===== src/rtl/fifo_enq_arbiter.sv =====
// fifo_enq_arbiter: round-robin arbiter funnelling N_REQ requesters into one
// registered FIFO enqueue port with full-throughput drain/reload.
module fifo_enq_arbiter #(
    parameter int N_REQ       = 4,
    parameter int ENTRY_WIDTH = 4,
    parameter int ID_WIDTH    = $clog2(N_REQ)
) (
    input  logic                         clk,
    input  logic                         rst,
    input  logic [N_REQ-1:0]             req_valid,
    input  logic [N_REQ*ENTRY_WIDTH-1:0] req_data,
    output logic [N_REQ-1:0]             req_ready,
    output logic                         fifo_enq_valid,
    output logic [ENTRY_WIDTH-1:0]       fifo_enq_data,
    input  logic                         fifo_enq_ready,
    output logic [ID_WIDTH-1:0]          out_id,
    output logic [ID_WIDTH-1:0]          rr_ptr_state
);
    logic                   out_valid_q, out_valid_d;
    logic [ENTRY_WIDTH-1:0] out_data_q, out_data_d;
    logic [ID_WIDTH-1:0]    out_id_q, out_id_d;
    logic [ID_WIDTH-1:0]    rr_ptr_q, rr_ptr_d;
    logic [ID_WIDTH-1:0]    gnt, idx;
    logic                   found, load_en, hs;

    // N_REQ is a power of two, so ID_WIDTH-bit addition wraps for free
    always_comb begin
        found = 1'b0;
        gnt   = '0;
        idx   = '0;
        for (int k = 0; k < N_REQ; k++) begin
            idx = rr_ptr_q + ID_WIDTH'(k);
            if (!found && req_valid[idx]) begin
                found = 1'b1;
                gnt   = idx;
            end
        end
    end

    assign load_en   = !out_valid_q || fifo_enq_ready;
    assign hs        = found && load_en && !rst;
    assign req_ready = hs ? N_REQ'(1) << gnt : '0;

    always_comb begin
        out_valid_d = hs ? 1'b1 : (fifo_enq_ready ? 1'b0 : out_valid_q);
        out_data_d  = hs ? req_data[gnt*ENTRY_WIDTH +: ENTRY_WIDTH] : out_data_q;
        out_id_d    = hs ? gnt : out_id_q;
        rr_ptr_d    = hs ? gnt + 1'b1 : rr_ptr_q;
    end

    always_ff @(posedge clk) begin
        if (rst) begin
            out_valid_q <= 1'b0;
            out_data_q  <= '0;
            out_id_q    <= '0;
            rr_ptr_q    <= '0;
        end else begin
            out_valid_q <= out_valid_d;
            out_data_q  <= out_data_d;
            out_id_q    <= out_id_d;
            rr_ptr_q    <= rr_ptr_d;
        end
    end

    assign fifo_enq_valid = out_valid_q;
    assign fifo_enq_data  = out_data_q;
    assign out_id         = out_id_q;
    assign rr_ptr_state   = rr_ptr_q;
endmodule


===== config.mk =====
export PLATFORM = sky130hd
export DESIGN_NAME = fifo_enq_arbiter
export DESIGN_NICKNAME = d
export VERILOG_FILES = /design/src/rtl/fifo_enq_arbiter.sv
export SDC_FILE = /design/constraint.sdc
export NUM_CORES = 1
export LEC_CHECK = 0
export CORE_UTILIZATION = 32
export CTS_CLUSTER_DIAMETER = 120
export DETAILED_ROUTE_END_ITERATION = 8
export HOLD_SLACK_MARGIN = 0.08
export PLACE_DENSITY = 0.86
export SLEW_MARGIN = 30
export SYNTH_ARGS = -nofsm -noshare
export SYNTH_HDL_FRONTEND = slang
export SYNTH_SLANG_ARGS = --single-unit

===== constraint.sdc =====
create_clock -name clk -period 1.5 [get_ports clk]
set_input_delay 0.3 -clock clk [delete_from_list [all_inputs] [get_ports clk]]
set_output_delay 0.3 -clock clk [all_outputs]
set_load 0.005 [all_outputs]

==> flow_summary.json, run 1 <==
{
  "status": "complete, but fails checks",
  "violations": "setup timing",
  "clock_power_share_pct": 19.4,
  "antenna_found_initial": 0,
  "cp.required_ns": 1.20,
  "io_buffers": 35,
  "hpwl_um": 1270,
  "syn-num-nets": 85,
  "worstReg2RegStart": "rr_ptr_state[0]$_SDFFE_PP0P_",
  "avgSynthCellArea_um2": 9.36,
  "n_antenna_cell": 0,
  "clock_path_buffers": 2,
  "synth-seq-cells": 9,
  "syn_area_um2": 581,
  "whs_ns": 0.495,
  "regToRegSetupSlack_ns": -0.35,
  "setup_tns_ns": -3.67,
  "finalWorstSetupSlack_ns": -0.523,
  "max_freq_mhz": 494,
  "power_density_nw_per_um2": 762,
  "coreArea_um2": 1710,
  "grt_pass1_vias": 727,
  "design.die.area_um2": 1990,
  "finalSetupViolations": 11,
  "wl_per_cell_um": 14.8,
  "rsz0062_at_grt": "yes",
  "cts_tree": "built",
  "crit_end": "req_ready[3]",
  "pwr-share-seq_pct": 30.3,
  "ios": 36,
  "syn-instance-count": 62,
  "stdcell_area_um2": 1270,
  "yosysWarnings": 0,
  "clock_latency_ns": 0.26,
  "clk_pin_slew_worst_paths_ns": 0.06,
  "vias": 740,
  "final_layout_size_suffix_gt1_share_pct": 43.1,
  "wirelength_um": 2180,
  "drc": 0,
  "combPwrFrac_pct": 50.3,
  "crit_chain": "dlygate4sd2_1 > nor4_1 > or3_1 > or2_1 > nor2_2 > buf_2",
  "multi_input_area_um2": 464,
  "cap_violations": 0,
  "worst-path-stages": 6,
  "htree_levels": 1,
  "max_stage_delay_ns": 0.43,
  "worstPathArrival_ns": 1.72,
  "tightest_slew_ns": 0.388,
  "fin_crit_ns": 2.02,
  "cts-hold-fix-buffers": 0,
  "finalHoldViolCount": 0,
  "worstSetupStartpoint": "req_valid[3]",
  "final_common_cell": "clkdlybuf4s50_1",
  "cp_top_family": "simple AND/OR/NAND/NOR gates",
  "dr.pass1.iters": 4,
  "grt_max_degree": 11,
  "critPathKind": "input port to output pin",
  "regArea_um2": 183,
  "p_int_uw": 681,
  "crit_slowest_cell": "or3_1",
  "final_cell_mix": "26 x clkdlybuf4s50_1, 17 x buf_4, 7 x dfxtp_1, 7 x buf_6",
  "layout.nets": 147,
  "ys_types": 26,
  "ir_drop_mv": 0.493,
  "clkSinkCount": 9,
  "row_count": 15,
  "holdPathStages": 2,
  "yosysSeqAreaShare_pct": 31.0,
  "crit_fanout": 4,
  "path_buf_inv": 2,
  "leakage_uw": 0.000550,
  "post_dp_cell_area_um2": 1030,
  "synthToLayoutAreaGrowth_pct": 119,
  "drv_slew": 0,
  "fp.dieW_um": 44.6,
  "p_sw_share_pct": 29.5,
  "start_kind": "input port",
  "min_path_type": "flop to flop",
  "initial_core_util_pct": 34.0,
  "grt_usage_pct": 22.0,
  "slew_headroom_pct": 73.9,
  "switchingPower_uw": 285,
  "endpoint_kind": "output pin",
  "grt_remaining_overflow": 0,
  "r2r_end": "fifo_enq_data[2]$_SDFFE_PP0P_",
  "vias_per_cell": 5.00,
  "num-fill-cells": 110,
  "root_buffer": "clkbuf_4",
  "grt_pass1_wl_um": 3130,
  "drt_iter0_drc": 15,
  "die_h_um": 44.6,
  "gp_congestion": 0.713,
  "r2r_cells": 9,
  "fin_crit_sh_pct": 135,
  "clock_skew_ns": 0.00387,
  "post-place-ws_ns": -1.05,
  "cts_inserted_buffers": 3,
  "ant_nets": 0
}
[layer usage]
layer  up-vias  GRT usage [%]  routed length [um]
li1        349              -                   -
met1       364           26.7                 854
met2        23           38.5                1210
met3         4           4.08                 100
met4         0           7.27                  19
met5         -              0                   0
[sequential cells by signal, indices dropped and copies added, names as in the netlist]
name,cells
fifo_enq_data,4
out_id,2
rr_ptr_state,2
fifo_enq_valid,1
[cell usage after synthesis]
| cell type | count | area, um^2 |
|---|---|---|
| nor3b_1 | 1 | 7.51 |
| and3_1 | 1 | 6.26 |
| nor3b_2 | 1 | 12.5 |
| o221ai_1 | 4 | 35.0 |
| nor2b_1 | 4 | 25.0 |
| or2_1 | 1 | 6.26 |
| a211oi_2 | 1 | 12.5 |
| a21oi_1 | 1 | 5.00 |
| and2b_2 | 1 | 8.76 |
| o22ai_2 | 1 | 12.5 |
| nand2b_1 | 2 | 12.5 |
| clkbuf_1 | 1 | 3.75 |
| clkbuf_2 | 1 | 5.00 |
| nor4_1 | 1 | 6.26 |
| xnor2_1 | 1 | 8.76 |
| nand2_1 | 4 | 15.0 |
| buf_6 | 1 | 11.3 |
| and2_1 | 1 | 6.26 |
| mux2i_1 | 8 | 80.1 |
| or3_1 | 1 | 6.26 |
| o32ai_4 | 1 | 27.5 |
| nor2_1 | 7 | 26.3 |
| nor3_1 | 1 | 5.00 |
| dfxtp_1 | 9 | 180 |
| nor3_2 | 1 | 10.0 |
| nand3b_1 | 6 | 45.0 |
[cell type report]
class	instances	share of cell area, %
Tap cell	25	2.47
Multi-Input combinational cell	50	36.6
Timing Repair Buffer	60	44.5
Sequential cell	9	14.4
Clock buffer	4	2.07
[what timing repair did]
action                                  CTS  global route
endpoints found under the setup margin   12            11
cloned                                    1             0
resized for setup                        39            10
setup buffers                            12             2
pin swaps                                13             6
[cells by family after synthesis]
kind of cell	share of synthesized area [%]
and+or+nand+nor	34.3
DFF	31.0
AOI/OAI and AO/OA	15.9
muxes	13.8
buffers and inverters	3.45
xor gates and xnor gates	1.51
[stage by stage]
stage               util [%]  std cells  total power [uW]
detailed placement      60.5        131               633
CTS                     70.5        146               913
global placement        60.5        131               626
floorplan                  -         62               442
finish                  74.3        148               966
global route            74.3        148              1020
[power by group through the flow]
stage	Combinational, uW	Clock (uW)	Sequential (uW)
after floorplan	144	0	298
after global placement	331	0	295
after detailed placement	338	0	295
final	486	187	293
after CTS	431	192	290
after global routing	511	213	295
[worst register-to-register path: stages (launching register included)]
cell      delay [ns]
dfxtp_2         0.32
and2b_2         0.22
buf_6           0.12
nor3b_4         0.21
o22ai_4         0.11
buf_4           0.15
buf_4           0.15
buf_8           0.14
mux2i_1         0.17
o221ai_1        0.14
[worst min path at each step]
stage / startpoint / endpoint / slack (ns)
2_1_floorplan: out_id[0]$_SDFFE_PP0P_ / out_id[0]$_SDFFE_PP0P_ / 0.47
3_3_place_gp: out_id[0]$_SDFFE_PP0P_ / out_id[0]$_SDFFE_PP0P_ / 0.47
3_5_place_dp: out_id[0]$_SDFFE_PP0P_ / out_id[0]$_SDFFE_PP0P_ / 0.47
4_1_cts: out_id[0]$_SDFFE_PP0P_ / out_id[0]$_SDFFE_PP0P_ / 0.48
5_1_grt: out_id[0]$_SDFFE_PP0P_ / out_id[0]$_SDFFE_PP0P_ / 0.51
6_report: out_id[0]$_SDFFE_PP0P_ / out_id[0]$_SDFFE_PP0P_ / 0.49
(Power assumes the default switching activity.)
==> run 2: changes to the inputs <==
--- a/config.mk
+++ b/config.mk
@@ -5,12 +5,12 @@
 export SDC_FILE = /design/constraint.sdc
 export NUM_CORES = 1
 export LEC_CHECK = 0
+export CORE_MARGIN = 2
 export CORE_UTILIZATION = 32
 export CTS_CLUSTER_DIAMETER = 120
 export DETAILED_ROUTE_END_ITERATION = 8
-export HOLD_SLACK_MARGIN = 0.08
 export PLACE_DENSITY = 0.86
-export SLEW_MARGIN = 30
+export SLEW_MARGIN = 10
 export SYNTH_ARGS = -nofsm -noshare
 export SYNTH_HDL_FRONTEND = slang
 export SYNTH_SLANG_ARGS = --single-unit
==> flow_summary.json, run 2 (synthesis results as in run 1) <==
{
  "start_kind": "input port",
  "critPathKind": "input port to output pin",
  "r2r_end": "fifo_enq_data[2]$_SDFFE_PP0P_",
  "multi_input_area_um2": 450,
  "worstReg2RegStart": "rr_ptr_state[0]$_SDFFE_PP0P_",
  "finalWorstSetupSlack_ns": -0.470,
  "clock_skew_ns": 0.000968,
  "p_total_uw": 920,
  "clock_path_buffers": 2,
  "grt_pass1_wl_um": 3150,
  "cts_inserted_buffers": 3,
  "dr.pass1.iters": 4,
  "ir_drop_mv": 0.473,
  "vias_per_cell": 4.88,
  "dp_cells": 132,
  "fin_cells": 146,
  "rsz0062_at_grt": "yes",
  "clkSinkCount": 9,
  "crit_slowest_cell": "dlygate4sd2_1",
  "fp.dieW_um": 46.6,
  "ios": 36,
  "drc": 0,
  "clock_latency_ns": 0.25,
  "wirelength_um": 2150,
  "hp-start": "out_id[0]$_SDFFE_PP0P_",
  "fin_crit_sh_pct": 131,
  "initial_core_util_pct": 34.0,
  "hpwl_um": 1360,
  "grt_max_degree": 11,
  "design.die.area_um2": 2170,
  "wl_met2_um": 1150,
  "coreArea_um2": 1710,
  "worstPathArrival_ns": 1.67,
  "synthToLayoutAreaGrowth_pct": 110,
  "min_path_type": "flop to flop",
  "r2r_cells": 8,
  "final_layout_size_suffix_gt1_share_pct": 45.5,
  "leakage_uw": 0.000531,
  "cap_violations": 0,
  "num-fill-cells": 118,
  "io_buffers": 35,
  "wl_per_cell_um": 14.7,
  "final_util_pct": 71.3,
  "tightest_slew_ns": 0.290,
  "htree_levels": 1,
  "grt_pass1_vias": 709,
  "post-place-ws_ns": -1.04,
  "die_h_um": 46.6,
  "status": "complete, but fails checks",
  "whs_ns": 0.483,
  "final_cell_mix": "25 x clkdlybuf4s50_1, 17 x buf_4, 8 x buf_6",
  "wl_met1_um": 925,
  "regArea_um2": 183,
  "holdPathEnd": "out_id[0]$_SDFFE_PP0P_",
  "power_density_nw_per_um2": 756,
  "slew_headroom_pct": 80.5,
  "root_buffer": "clkbuf_4",
  "finalHoldViolCount": 0,
  "grt_usage_pct": 20.8,
  "fin_crit_ns": 1.97,
  "final_common_cell": "clkdlybuf4s50_1",
  "vias": 713,
  "grt_remaining_overflow": 0,
  "clk_pin_slew_worst_paths_ns": 0.06,
  "wl_met3_um": 60,
  "ant_nets": 0,
  "row_count": 15,
  "holdPathStages": 2,
  "drt_iter0_drc": 11,
  "crit_fanout": 4,
  "violations": "setup timing",
  "routed.top_layer": "met4",
  "crit_chain": "dlygate4sd2_1 > nor2b_2 > nor3b_2 > o22ai_2 > buf_6 > or2_1 > nor2_1 > buf_2",
  "drv_slew": 0,
  "layout.nets": 145,
  "cp.required_ns": 1.20,
  "max_stage_delay_ns": 0.28,
  "largest_reg_flops": 4,
  "cts_tree": "built",
  "max_freq_mhz": 508,
  "n_antenna_cell": 0,
  "antenna_found_initial": 0,
  "gp_congestion": 0.710,
  "finalSetupViolations": 10,
  "regToRegSetupSlack_ns": -0.20,
  "endpoint_kind": "output pin"
}
[run 2: worst max path at each step]
stage	startpoint	to	slack [ns]	cells after the start
finish	req_valid[0]	req_ready[3]	-0.47	8
global route	rr_ptr_state[0]$_SDFFE_PP0P_	req_ready[3]	-0.56	7
CTS	rr_ptr_state[0]$_SDFFE_PP0P_	req_ready[3]	-0.51	7
detailed placement	req_valid[1]	req_ready[3]	-1.04	7
global placement	req_valid[3]	req_ready[3]	-1.03	6
floorplan	rr_ptr_state[0]$_SDFFE_PP0P_	req_ready[3]	-0.17	6
[run 2: through the flow]
| step | TNS, ns | instance area (um^2) |
|---|---|---|
| global placement | -7.16 | 1040 |
| floorplan | -0.257 | 582 |
| CTS | -2.39 | 1160 |
| finish | -2.47 | 1220 |
| global route | -3.29 | 1220 |
| detailed placement | -7.74 | 1040 |
[run 2: final cells by class]
type / instances / share of cell area (%)
repair buffers: 58 / 43.3
clock buffers: 4 / 2.16
multi-input cells: 50 / 37.0
flip-flops and latches: 9 / 15.0
well taps: 25 / 2.57
[run 2: report_power, final]
| part | switching [uW] | internal (uW) | total (uW) |
|---|---|---|---|
| Clock | 83.5 | 102 | 186 |
| Combinational | 169 | 273 | 442 |
| Sequential | 20.7 | 272 | 293 |
| Total | 273 | 648 | 920 |
[run 2: layer usage]
layer | vias to the layer above | track usage [%]
li1 | 347 | -
met1 | 349 | 24.8
met2 | 15 | 36.9
met3 | 2 | 3.53
met4 | 0 | 6.86
met5 | - | 0
[run 2: what timing repair did]
action                     in CTS  in global routing
pin swaps                       9                 10
gates resized for setup        38                 14
hold buffers                    0                  0
setup endpoints to repair      13                 12
setup buffers                  10                  5
[run 2: worst max-delay path, delay by kind of cell]
family | cells | cell delay [ns]
buf+inv | 3 | 0.54
simple gates | 4 | 0.70
compound gates | 1 | 0.13
